$ cat src/rtl/vga_pkg.sv
// Shared VGA types: coordinate and colour widths, screen defaults, sprite FSM states.
package vga_pkg;

  localparam int COORD_W          = 12;
  localparam int COLOR_W          = 10;
  localparam int SCREEN_W_DEFAULT = 640;
  localparam int SCREEN_H_DEFAULT = 480;

  typedef logic [COORD_W-1:0]        coord_t;
  typedef logic signed [COORD_W:0]   scoord_t;
  typedef logic [COLOR_W-1:0]        color_t;

  typedef enum logic [1:0] {
    S_IDLE  = 2'd0,
    S_STEP  = 2'd1,
    S_CLAMP = 2'd2
  } state_t;

  // Signed per-axis displacement; opposite requests cancel.
  function automatic scoord_t stepDelta(input logic inc, input logic dec, input scoord_t step);
    scoord_t delta;
    if (inc && !dec) begin
      delta = step;
    end else if (dec && !inc) begin
      delta = -step;
    end else begin
      delta = 13'sd0;
    end
    return delta;
  endfunction

endpackage

$ cat src/rtl/vga_axis_clamp.sv
// Clamps a signed 13-bit candidate coordinate into [minVal, maxVal] and flags when clamping occurred.
module vga_axis_clamp
  import vga_pkg::*;
(
  input  logic signed [12:0] cand,
  input  logic [11:0]        minVal,
  input  logic [11:0]        maxVal,
  output logic [11:0]        value,
  output logic               clamped
);

  scoord_t minS;
  scoord_t maxS;

  assign minS = $signed({1'b0, minVal});
  assign maxS = $signed({1'b0, maxVal});

  // Landing exactly on a limit passes through unclamped.
  always_comb begin
    value   = 12'd0;
    clamped = 1'b0;
    if (cand < minS) begin
      value   = minVal;
      clamped = 1'b1;
    end else if (cand > maxS) begin
      value   = maxVal;
      clamped = 1'b1;
    end else begin
      value   = cand[11:0];
      clamped = 1'b0;
    end
  end

endmodule

$ cat src/rtl/vga_box_sprite.sv
// Frame-synchronous box sprite: moves/clamps a rectangle once per frame and renders it with 1-cycle latency.
// Optional blinking is enabled by defining VGA_BOX_SPRITE_BLINK_EN.
module vga_box_sprite
  import vga_pkg::*;
#(
  parameter int           BOX_W        = 10,
  parameter int           BOX_H        = 200,
  parameter int           SCREEN_W     = SCREEN_W_DEFAULT,
  parameter int           SCREEN_H     = SCREEN_H_DEFAULT,
  parameter int           STEP         = 4,
  parameter int           INIT_X       = 0,
  parameter int           INIT_Y       = 0,
  parameter logic [9:0]   COLOR_R      = 10'h3ff,
  parameter logic [9:0]   COLOR_G      = 10'h3ff,
  parameter logic [9:0]   COLOR_B      = 10'h3ff,
  parameter int           BLINK_FRAMES = 30
) (
  input  logic        clk,
  input  logic        reset,
  input  logic        frame_tick,
  input  logic        move_up,
  input  logic        move_down,
  input  logic        move_left,
  input  logic        move_right,
  input  logic [11:0] counterX,
  input  logic [11:0] counterY,
  output logic [11:0] pos_x,
  output logic [11:0] pos_y,
  output logic        in_box,
  output logic        edge_hit,
  output logic [9:0]  vga_r,
  output logic [9:0]  vga_g,
  output logic [9:0]  vga_b
);

  localparam coord_t      MAX_X  = coord_t'(SCREEN_W - BOX_W);
  localparam coord_t      MAX_Y  = coord_t'(SCREEN_H - BOX_H);
  localparam coord_t      INIT_XC = coord_t'(INIT_X);
  localparam coord_t      INIT_YC = coord_t'(INIT_Y);
  localparam scoord_t     STEP_S = scoord_t'(STEP);
  localparam logic [12:0] BOX_W13 = 13'(BOX_W);
  localparam logic [12:0] BOX_H13 = 13'(BOX_H);

  // Elaboration-time sanity checks on the geometry.
  if (BOX_W < 2 || BOX_H < 2 || BOX_W > SCREEN_W || BOX_H > SCREEN_H) begin : gBadBox
    $error("vga_box_sprite: box does not fit the screen");
  end
  if (STEP < 1 || STEP > SCREEN_W - BOX_W || BLINK_FRAMES < 1) begin : gBadStep
    $error("vga_box_sprite: STEP or BLINK_FRAMES out of range");
  end
  if (INIT_X < 0 || INIT_X > SCREEN_W - BOX_W || INIT_Y < 0 || INIT_Y > SCREEN_H - BOX_H) begin : gBadInit
    $error("vga_box_sprite: reset position outside clamp range");
  end

  state_t  state_r;
  state_t  stateNext_s;
  logic    latchEn_s;
  logic    stepEn_s;
  logic    commitEn_s;

  logic    dirUp_r;
  logic    dirDown_r;
  logic    dirLeft_r;
  logic    dirRight_r;

  scoord_t candX_r;
  scoord_t candY_r;
  coord_t  clampX_s;
  coord_t  clampY_s;
  logic    clampedX_s;
  logic    clampedY_s;

  coord_t  posX_r;
  coord_t  posY_r;
  logic    edgeHit_r;

  logic    inside_s;
  logic    visible_s;
  logic    inBox_r;
  color_t  vgaR_r;
  color_t  vgaG_r;
  color_t  vgaB_r;

  // FSM state register.
  always_ff @(posedge clk or posedge reset) begin
    if (reset) begin
      state_r <= S_IDLE;
    end else begin
      state_r <= stateNext_s;
    end
  end

  // FSM next-state logic; ticks outside S_IDLE are dropped.
  always_comb begin
    stateNext_s = state_r;
    case (state_r)
      S_IDLE: begin
        if (frame_tick) begin
          stateNext_s = S_STEP;
        end else begin
          stateNext_s = S_IDLE;
        end
      end
      S_STEP:  stateNext_s = S_CLAMP;
      S_CLAMP: stateNext_s = S_IDLE;
      default: stateNext_s = S_IDLE;
    endcase
  end

  // FSM output strobes.
  always_comb begin
    latchEn_s  = 1'b0;
    stepEn_s   = 1'b0;
    commitEn_s = 1'b0;
    case (state_r)
      S_IDLE:  latchEn_s  = frame_tick;
      S_STEP:  stepEn_s   = 1'b1;
      S_CLAMP: commitEn_s = 1'b1;
      default: begin
        latchEn_s  = 1'b0;
        stepEn_s   = 1'b0;
        commitEn_s = 1'b0;
      end
    endcase
  end

  // Direction requests captured on the accepted frame tick.
  always_ff @(posedge clk or posedge reset) begin
    if (reset) begin
      dirUp_r    <= 1'b0;
      dirDown_r  <= 1'b0;
      dirLeft_r  <= 1'b0;
      dirRight_r <= 1'b0;
    end else if (latchEn_s) begin
      dirUp_r    <= move_up;
      dirDown_r  <= move_down;
      dirLeft_r  <= move_left;
      dirRight_r <= move_right;
    end
  end

  // Unclamped signed candidates so a step past zero is detectable.
  always_ff @(posedge clk or posedge reset) begin
    if (reset) begin
      candX_r <= 13'sd0;
      candY_r <= 13'sd0;
    end else if (stepEn_s) begin
      candX_r <= $signed({1'b0, posX_r}) + stepDelta(dirRight_r, dirLeft_r, STEP_S);
      candY_r <= $signed({1'b0, posY_r}) + stepDelta(dirDown_r, dirUp_r, STEP_S);
    end
  end

  vga_axis_clamp uClampX (
    .cand    (candX_r),
    .minVal  (12'd0),
    .maxVal  (MAX_X),
    .value   (clampX_s),
    .clamped (clampedX_s)
  );

  vga_axis_clamp uClampY (
    .cand    (candY_r),
    .minVal  (12'd0),
    .maxVal  (MAX_Y),
    .value   (clampY_s),
    .clamped (clampedY_s)
  );

  // Position commit and single-cycle clamp indication.
  always_ff @(posedge clk or posedge reset) begin
    if (reset) begin
      posX_r    <= INIT_XC;
      posY_r    <= INIT_YC;
      edgeHit_r <= 1'b0;
    end else begin
      edgeHit_r <= commitEn_s & (clampedX_s | clampedY_s);
      if (commitEn_s) begin
        posX_r <= clampX_s;
        posY_r <= clampY_s;
      end
    end
  end

`ifdef VGA_BOX_SPRITE_BLINK_EN
  localparam logic [15:0] BLINK_LAST = 16'(BLINK_FRAMES - 1);

  logic [15:0] frameCnt_r;
  logic        visible_r;

  // Blink phase counter: every frame tick counts, regardless of FSM state.
  always_ff @(posedge clk or posedge reset) begin
    if (reset) begin
      frameCnt_r <= 16'd0;
      visible_r  <= 1'b1;
    end else if (frame_tick) begin
      if (frameCnt_r == BLINK_LAST) begin
        frameCnt_r <= 16'd0;
        visible_r  <= ~visible_r;
      end else begin
        frameCnt_r <= frameCnt_r + 16'd1;
      end
    end
  end

  assign visible_s = visible_r;
`else
  assign visible_s = 1'b1;
`endif

  // Strict interior test against committed position, widened to avoid wrap.
  always_comb begin
    inside_s = 1'b0;
    if (({1'b0, counterX} > {1'b0, posX_r}) &&
        ({1'b0, counterX} < ({1'b0, posX_r} + BOX_W13)) &&
        ({1'b0, counterY} > {1'b0, posY_r}) &&
        ({1'b0, counterY} < ({1'b0, posY_r} + BOX_H13))) begin
      inside_s = 1'b1;
    end else begin
      inside_s = 1'b0;
    end
  end

  // Registered pixel output stage.
  always_ff @(posedge clk or posedge reset) begin
    if (reset) begin
      inBox_r <= 1'b0;
      vgaR_r  <= 10'd0;
      vgaG_r  <= 10'd0;
      vgaB_r  <= 10'd0;
    end else begin
      inBox_r <= inside_s;
      if (inside_s && visible_s) begin
        vgaR_r <= COLOR_R;
        vgaG_r <= COLOR_G;
        vgaB_r <= COLOR_B;
      end else begin
        vgaR_r <= 10'd0;
        vgaG_r <= 10'd0;
        vgaB_r <= 10'd0;
      end
    end
  end

  assign pos_x    = posX_r;
  assign pos_y    = posY_r;
  assign edge_hit = edgeHit_r;
  assign in_box   = inBox_r;
  assign vga_r    = vgaR_r;
  assign vga_g    = vgaG_r;
  assign vga_b    = vgaB_r;

endmodule
$ cat config.mk
export PLATFORM = sky130hd
export DESIGN_NAME = vga_box_sprite
export DESIGN_NICKNAME = d
export VERILOG_FILES = /design/src/rtl/vga_pkg.sv /design/src/rtl/vga_axis_clamp.sv /design/src/rtl/vga_box_sprite.sv
export SDC_FILE = /design/constraint.sdc
export NUM_CORES = 1
export LEC_CHECK = 0
export BUFFER_PORTS_ARGS = -buffer_cell sky130_fd_sc_hd__buf_2
export CAP_MARGIN = 20
export CORE_ASPECT_RATIO = 0.7
export CORE_UTILIZATION = 50
export DETAILED_ROUTE_END_ITERATION = 8
export GPL_TIMING_DRIVEN = 0
export PLACE_DENSITY = 0.76
export SLEW_MARGIN = 20
export SYNTH_ARGS = -nofsm -noshare
export SYNTH_HDL_FRONTEND = slang
export SYNTH_SLANG_ARGS = --single-unit
$ cat constraint.sdc
create_clock -name clk -period 2.1 [get_ports clk]
set_input_delay 0.315 -clock clk [delete_from_list [all_inputs] [get_ports clk]]
set_output_delay 0.315 -clock clk [all_outputs]
set_load 0.03 [all_outputs]
==> flow_metrics.tcl, run 1 <==
set metrics [dict create \
    maxCapViolations 0 \
    syn2layout_area_growth_pct 28.6 \
    crit_chain "ha_2, o21ai_1, xnor2_1, ha_1, nor3_1, nor2_1, o32ai_2, a31oi_1, nor4_1" \
    io_buffers 86 \
    cp-start-kind "flip-flop" \
    critPathMaxStageDelay_ns 0.48 \
    gr-total-overflow 0 \
    synth-adder-area-share_pct 19.2 \
    yosysTopAreaCellShare_pct 31.2 \
    placed_area_um2 5330 \
    arrival_ns 2.48 \
    fin_util_pct 66.2 \
    fp-row-count 29 \
    cp.required_ns 2.32 \
    avgSynthCellArea_um2 8.95 \
    dp_hpwl_um 9220 \
    cts_buffer_depth 2 \
    period_minus_slack_ns 2.26 \
    yosys.cell_types.count 52 \
    core_um2 9030 \
    power.density_nw_per_um2 1260 \
    fin_hold_ws_ns 0.108 \
    fmax_ghz 0.442 \
    synthArstFlopShare_pct 100 \
    synth-xor-area-share_pct 3.77 \
    synth-compound-area-share_pct 20.1 \
    vias 4253 \
    die_area_um2 9690 \
    synth-edff-count 0 \
    ys.flop_type "dfrtp_1" \
    final_common_cell "buf_2" \
    antenna_found_initial 0 \
    clkSinkCount 58 \
    slew_headroom_pct 52.3 \
    timing.final.ws_setup_ns -0.165 \
    status "finished, violations left" \
    drt_iter0_markers 220 \
    cpMaxStageDelayCell "dfrtp_1" \
    irDropWorstVdd_mv 0.659 \
    rsz0062_at_grt "yes" \
    hold_class "input pin to asynchronous set/reset pin" \
    syn_nets 620 \
    wl_per_cell_um 16.2 \
    wl_um 12400 \
    final_cells 764 \
    initial_utilization_pct 51.4 \
    grt_pass1_vias 3832 \
    cts-buffers-inserted 9 \
    fillerInstances 726 \
    crit_type "flip-flop to flip-flop" \
    final-setup-viol-count 11 \
    seq_area_frac_synth_pct 31.2 \
    ff2ff_setup_slack_ns -0.16 \
    skew_ns 0.00968 \
    grt_max_degree 59 \
    cts_tree "done" \
    die_height_um 82.7 \
    viasPerCell 5.57 \
    gp_congestion 0.857 \
    synthMuxAreaShare_pct 0.915 \
    post-route-period-util_pct 108 \
    p_total_mw 7.53 \
    synthTopCellsByArea "dfrtp_1 (31%), ha_1 (18%), buf_4 (4.8%), nand2_1 (4.4%), inv_1 (3.3%)" \
    placed_cells 729 \
    power_leakage_nw 2.95 \
    mostFrequentLayoutCells "buf_2 (87), ha_1 (57), nand2_1 (55), dfrtp_1 (51), buf_4 (48)" \
    die_w_um 117 \
    maxSlewViolCount 0 \
    crit_family "adder cells" \
    finalSetupTns_ns -1.06 \
    nets 736 \
    yosysTopAreaCell "dfrtp_1" \
    syn-cell-area_um2 4650 \
    drt_first_pass_iters 6 \
    clk_latency_ns 0.33 \
    setup.worst_path.end_class "flip-flop" \
    violations "setup timing" \
    drc 0 \
    diodes 0 \
    cts_hold_buf 0 \
    ant_nets 0 \
    num_io_pins 87 \
    path_max_fanout 6 \
    synth_simple_gate_area_share_pct 15.6 \
    cts_htree_levels 3 \
    ys_ff_latch 58 \
    syn_inst 519 \
    grt_pass1_wl_um 18900 \
    clk_pin_slew_ns 0.05 \
    tightest_slew_ns 0.715 \
    synth_top_family_by_area "compound AO/OA/AOI/OAI gates" \
    hold_violations 0 \
    drive_gt1_share_pct 33.6 \
    critPathBufInv 0 \
    final_area_um2 5980 \
    clockRootBuffer "clkbuf_16" \
    dp_slack_ns -0.290 \
    grtUsageTotal_pct 26.1 \
    yosys_warnings 0 \
]
worst register-to-register path, stage by stage (launching register included):
cell and delay, ns:
dfrtp_1 0.48, ha_2 0.28, o21ai_1 0.23, xnor2_1 0.17
ha_1 0.26, nor3_1 0.19, nor2_1 0.09, o32ai_2 0.13
a31oi_1 0.08, nor4_1 0.25
routing by layer:
| layer | routed length (um) | global-route usage [%] | part of all wire [%] |
|---|---|---|---|
| met1 | 5810 | 36.5 | 47 |
| met2 | 5520 | 41.4 | 45 |
| met3 | 858 | 4.89 | 6.9 |
| met4 | 200 | 7.59 | 1.6 |
| met5 | 0 | 0 | 0 |
state kept, by name, indices dropped and copies added, names as in the netlist:
register	cells
state_r	2
pos_y	12
dirUp_r	1
vga_b	1
dirRight_r	1
dirDown_r	1
edge_hit	1
pos_x	12
candX_r	13
candY_r	13
dirLeft_r	1
timing repair:
action	in CTS	in global routing
endpoints found under the setup margin	12	39
pin swaps	9	16
gates resized for setup	16	35
setup buffers	9	10
endpoints found under the hold margin	0	0
cells by family after synthesis:
group                      after synthesis
DFF                                     58
AOI/OAI and AO/OA                      134
xor gates and xnor gates                20
adders and majority gates               70
and+or+nand+nor                        150
buffers and inverters                   83
muxes                                    4
final timing paths:
check | cells past startpoint | startpoint | end
worst max-delay path | 9 | pos_x[1] | vga_b[8]
worst min-delay path | 2 | reset | dirUp_r
worst max register to register | 9 | pos_x[1] | vga_b[8]
worst min register to register | 2 | candX_r[11] | candX_r[11]
max in group asynchronous | 2 | reset | pos_y[3]
min in group clk | 3 | move_right | dirRight_r
final cells by class:
type | count | area [um^2] | area share [%]
Multi-Input combinational cell | 378 | 3060 | 51.2
Sequential cell | 58 | 1460 | 24.4
Timing Repair Buffer | 105 | 577 | 9.65
Buffer | 41 | 273 | 4.56
Clock buffer | 13 | 250 | 4.19
Inverter | 42 | 160 | 2.68
Tap cell | 124 | 155 | 2.60
Clock inverter | 3 | 40.0 | 0.670
power by group:
part	leakage [nW]	internal, mW	switching (mW)
Combinational	2.06	1.77	2.31
Sequential	0.743	1.49	0.536
Clock	0.144	0.945	0.486
Total	2.95	4.21	3.33
synth_stat cells (8+ instances only):
master    instances
inv_1            41
dfrtp_1          58
a21o_1            8
nor2_1           24
o21a_1           13
buf_4            30
o31ai_1          14
xnor2_1          15
a22o_1            9
o21ai_0          29
nand2_1          55
nand3_1          10
a21oi_1          21
nor3_1           21
ha_1             68
clkbuf_1         10
(Power assumes the default switching activity.)
==> run 2: changes to the inputs <==
--- a/config.mk
+++ b/config.mk
@@ -12,6 +12,7 @@
 export DETAILED_ROUTE_END_ITERATION = 8
 export GPL_TIMING_DRIVEN = 0
 export PLACE_DENSITY = 0.76
+export SKIP_CTS_REPAIR_TIMING = 1
 export SLEW_MARGIN = 20
 export SYNTH_ARGS = -nofsm -noshare
 export SYNTH_HDL_FRONTEND = slang
==> flow_metrics.tcl, run 2 (synthesis gave the netlist of run 1 again) <==
set metrics [dict create \
    setup.worst_path.end_class "flip-flop" \
    drt_first_pass_iters 5 \
    power_leakage_nw 2.90 \
    initial_utilization_pct 51.4 \
    hold_class "input pin to asynchronous set/reset pin" \
    cts_htree_levels 3 \
    arrival_ns 2.53 \
    crit_type "flip-flop to flip-flop" \
    rsz0062_at_grt "yes" \
    use_met3_pct 4.89 \
    clockRootBuffer "clkbuf_16" \
    die_area_um2 9690 \
    core_um2 9030 \
    io_buffers 86 \
    clk_latency_ns 0.33 \
    cts-buffers-inserted 9 \
    grt_max_degree 59 \
    use_met1_pct 35.8 \
    slew_headroom_pct 45.2 \
    tightest_slew_ns 0.822 \
    register_area_um2 1460 \
    reg_top3 "candX_r: 13 flops, candY_r: 13 flops" \
    ff2ff_setup_slack_ns -0.21 \
    fillerInstances 755 \
    num_io_pins 87 \
    irDropWorstVdd_mv 0.692 \
    timing.final.ws_setup_ns -0.207 \
    cts_tree "done" \
    vias 4159 \
    diodes 0 \
    cts_buffer_depth 2 \
    skew_ns 0.00870 \
    fmax_ghz 0.433 \
    top_usage_layer "met2" \
    fin_hold_ws_ns 0.104 \
    gr-total-overflow 0 \
    reg2reg_to "vga_b[8]" \
    final_common_cell "buf_2" \
    final-setup-viol-count 10 \
    antenna_found_initial 0 \
    status "finished, violations left" \
    viasPerCell 5.53 \
    drt_iter0_markers 241 \
    wl_um 12000 \
    maxSlewViolCount 0 \
    cp-start-kind "flip-flop" \
    multi_input_area_um2 2950 \
    clk_pin_slew_ns 0.05 \
    maxCapViolations 0 \
    power.density_nw_per_um2 1250 \
    nets 724 \
    drive_gt1_share_pct 29.6 \
    fp-row-count 29 \
    dp_hpwl_um 9220 \
    worstRegToRegCells 9 \
    final_area_um2 5760 \
    mostFrequentLayoutCells "buf_2 (87), ha_1 (61), nand2_1 (55), dfrtp_1 (54)" \
    violations "setup timing" \
    clkSinkCount 58 \
    reg2reg_from "pos_x[6]" \
    grt_pass1_vias 3775 \
    hold_violations 0 \
    period_minus_slack_ns 2.31 \
    grtUsageTotal_pct 25.6 \
    path_max_fanout 6 \
    placed_area_um2 5330 \
    fin_util_pct 63.7 \
    ant_nets 0 \
    die_w_um 117 \
    grt_pass1_wl_um 18500 \
    syn2layout_area_growth_pct 23.9 \
    post-route-period-util_pct 110 \
    gp_congestion 0.857 \
    met2_usage_pct 40.5 \
    die_height_um 82.7 \
    drc 0 \
    wl_per_cell_um 16.0 \
    cp.required_ns 2.33 \
]
run 2: changes by cell type in the layout (fill, tap and decap cells not counted), moves of 2 or more:
cell / before / now
dfrtp_1: 51 / 54
ha_4: 7 / 5
buf_4: 48 / 36
o21ai_2: 3 / 1
dfrtp_2: 7 / 4
ha_1: 57 / 61
o21ai_0: 23 / 26
and3_4: 2 / 0
clkbuf_2: 1 / 3
and3_1: 5 / 7
ha_2: 4 / 2
run 2: worst max-delay path: stages (launching register included):
cell       delay (ns)
dfrtp_2          0.45
and3_1           0.21
and3_1           0.21
nand3_1          0.11
o21bai_1         0.20
xnor2_1          0.13
ha_1             0.20
a2111oi_2        0.34
a31oi_1          0.14
nor4_1           0.20
run 2: stage by stage:
step	cells	setup slack [ns]	power, mW	TNS (ns)
4_1_cts	745	-0.319	6.99	-1.86
2_1_floorplan	519	-0.0703	4.57	-0.0734
3_3_place_gp	729	-0.468	5.36	-18.69
5_1_grt	752	-0.324	7.79	-2.64
6_report	752	-0.207	7.23	-1.22
3_5_place_dp	729	-0.290	5.53	-1.52
run 2: worst max path at each step:
stage | startpoint | endpoint | slack, ns | depth (start not counted)
2_1_floorplan | pos_y[3] | vga_b[8] | -0.07 | 9
3_3_place_gp | reset | pos_x[4] | -0.47 | 2
3_5_place_dp | pos_x[6] | vga_b[8] | -0.29 | 9
4_1_cts | pos_x[6] | vga_b[8] | -0.32 | 9
5_1_grt | pos_x[6] | vga_b[8] | -0.32 | 9
6_report | pos_x[6] | vga_b[8] | -0.21 | 9
run 2: power by group:
| group | switching, mW | internal, mW | total [mW] |
|---|---|---|---|
| sequential | 0.551 | 1.49 | 2.04 |
| clock | 0.495 | 0.945 | 1.44 |
| combinational | 2.16 | 1.58 | 3.75 |
run 2: cell type report:
class | count | share of cell area, %
well taps | 124 | 2.69
multi-input cells | 378 | 51.2
inverters | 42 | 2.78
repair buffers | 93 | 8.34
flip-flops and latches | 58 | 25.3
plain buffers | 41 | 4.69
clock buffers | 13 | 4.34
clock inverters | 3 | 0.695
run 2: layer usage:
metal | share of wire, % | wire [um]
met1 | 49 | 5830
met2 | 44 | 5260
met3 | 6.4 | 766
met4 | 1.2 | 144
met5 | 0 | 0
==> run 3: changes to the inputs <==
--- a/config.mk
+++ b/config.mk
@@ -8,6 +8,7 @@
 export BUFFER_PORTS_ARGS = -buffer_cell sky130_fd_sc_hd__buf_2
 export CAP_MARGIN = 20
 export CORE_ASPECT_RATIO = 0.7
+export CORE_MARGIN = 2
 export CORE_UTILIZATION = 50
 export DETAILED_ROUTE_END_ITERATION = 8
 export GPL_TIMING_DRIVEN = 0
==> flow_metrics.tcl, run 3 (synthesis gave the netlist of run 1 again) <==
set metrics [dict create \
    vias 4301 \
    clkSinkCount 58 \
    critPathMaxStageDelay_ns 0.40 \
    cp-start-kind "flip-flop" \
    status "finished, violations left" \
    crit_type "flip-flop to flip-flop" \
    die_area_um2 10100 \
    mostFrequentLayoutCells "buf_2 (87), ha_1 (58), nand2_1 (55), dfrtp_1 (53), buf_4 (41)" \
    final-setup-viol-count 11 \
    gr-total-overflow 0 \
    grt_pass1_wl_um 19700 \
    violations "setup timing" \
    wl_per_cell_um 16.9 \
    fp-row-count 29 \
    register_area_um2 1460 \
    wl_um 12800 \
    grt_pass1_vias 4025 \
    rsz0062_at_grt "yes" \
    fmax_ghz 0.430 \
    skew_ns 0.00768 \
    syn2layout_area_growth_pct 27.1 \
    multi_input_area_um2 3020 \
    use_met3_pct 5.84 \
    cts_tree "done" \
    crit_family "compound AO/OA/AOI/OAI gates" \
    io_buffers 86 \
    num_io_pins 87 \
    dp_hpwl_um 9530 \
    cts_buffer_depth 2 \
    cts-buffers-inserted 9 \
    use_met1_pct 34.1 \
    antenna_found_initial 0 \
    fin_util_pct 65.4 \
    cp.required_ns 2.33 \
    nets 731 \
    post-route-period-util_pct 111 \
    fin_hold_ws_ns 0.109 \
    clk_latency_ns 0.33 \
    drc 0 \
    die_w_um 119 \
    critPathBufInv 2 \
    grtUsageTotal_pct 24.6 \
    tightest_slew_ns 0.839 \
    final_common_cell "buf_2" \
    arrival_ns 2.56 \
    cpMaxStageDelayCell "dfrtp_1" \
    timing.final.ws_setup_ns -0.227 \
    cts_htree_levels 3 \
    grt_max_degree 59 \
    reg_top3 "candX_r: 13 flops, candY_r: 13 flops" \
    drive_gt1_share_pct 32.8 \
    hold_class "input pin to asynchronous set/reset pin" \
    drt_first_pass_iters 4 \
    path_max_fanout 3 \
    final_cells 759 \
    core_um2 9030 \
    fillerInstances 682 \
    die_height_um 84.7 \
    initial_utilization_pct 51.4 \
    power_leakage_nw 2.93 \
    irDropWorstVdd_mv 0.762 \
    met2_usage_pct 38.5 \
    placed_cells 729 \
    ant_nets 0 \
    top_usage_layer "met2" \
    maxSlewViolCount 0 \
    clk_pin_slew_ns 0.05 \
    crit_chain "ha_4, inv_4, ha_4, inv_2, fa_2, nor2b_4, o31ai_4, a21oi_2, o21a_1, o21a_1, o31ai_2" \
    gp_congestion 0.887 \
    setup.worst_path.end_class "flip-flop" \
    slew_headroom_pct 44.0 \
    diodes 0 \
    clockRootBuffer "clkbuf_16" \
    period_minus_slack_ns 2.33 \
    p_total_mw 7.52 \
    drt_iter0_markers 284 \
    power.density_nw_per_um2 1270 \
    dp_slack_ns -0.274 \
    hold_violations 0 \
    viasPerCell 5.67 \
    maxCapViolations 0 \
]
==> run 3: final timing paths <==
kind                       startpoint          end  slack [ns]  cells past startpoint
setup / recovery            dirLeft_r  candX_r[10]       -0.23                     11
hold / removal                  reset  candX_r[11]        0.11                      2
setup reg to reg            dirLeft_r  candX_r[10]       -0.23                     11
hold reg to reg            candX_r[8]     pos_x[8]        0.50                      1
max in group asynchronous       reset     pos_x[4]        1.48                      2
min in group clk           move_right   dirRight_r        0.20                      3
==> run 3: cell type report <==
class	count	area share, %
plain buffers	41	4.57
clock buffers	12	4.34
clock inverters	4	0.847
inverters	42	2.75
multi-input cells	378	51.1
flip-flops and latches	58	24.7
well taps	124	2.63
repair buffers	100	9.04
==> run 3: power by group <==
group	leakage (nW)	internal (mW)	switching [mW]	total [mW]
combinational	2.04	1.71	2.26	3.96
sequential	0.745	1.49	0.572	2.06
clock	0.145	0.979	0.509	1.49
==> run 3: metal layers <==
metal,vias up,wire [um]
met5,-,0
met1,2028,5870
met3,17,1040
li1,2075,-
met4,0,151
met2,181,5740
==> run 3: stage by stage <==
stage | area, um^2 | TNS [ns]
finish | 5910 | -1.39
global route | 5910 | -2.61
CTS | 5630 | -1.98
detailed placement | 5330 | -1.76
global placement | 5320 | -20.00
floorplan | 4740 | -0.0734
==> run 3: worst register-to-register path, stage by stage, from the launching register on <==
cell and delay, ns:
dfrtp_1 0.40, ha_4 0.29, inv_4 0.04, ha_4 0.16
inv_2 0.06, fa_2 0.24, nor2b_4 0.06, o31ai_4 0.28
a21oi_2 0.12, o21a_1 0.22, o21a_1 0.18, o31ai_2 0.19
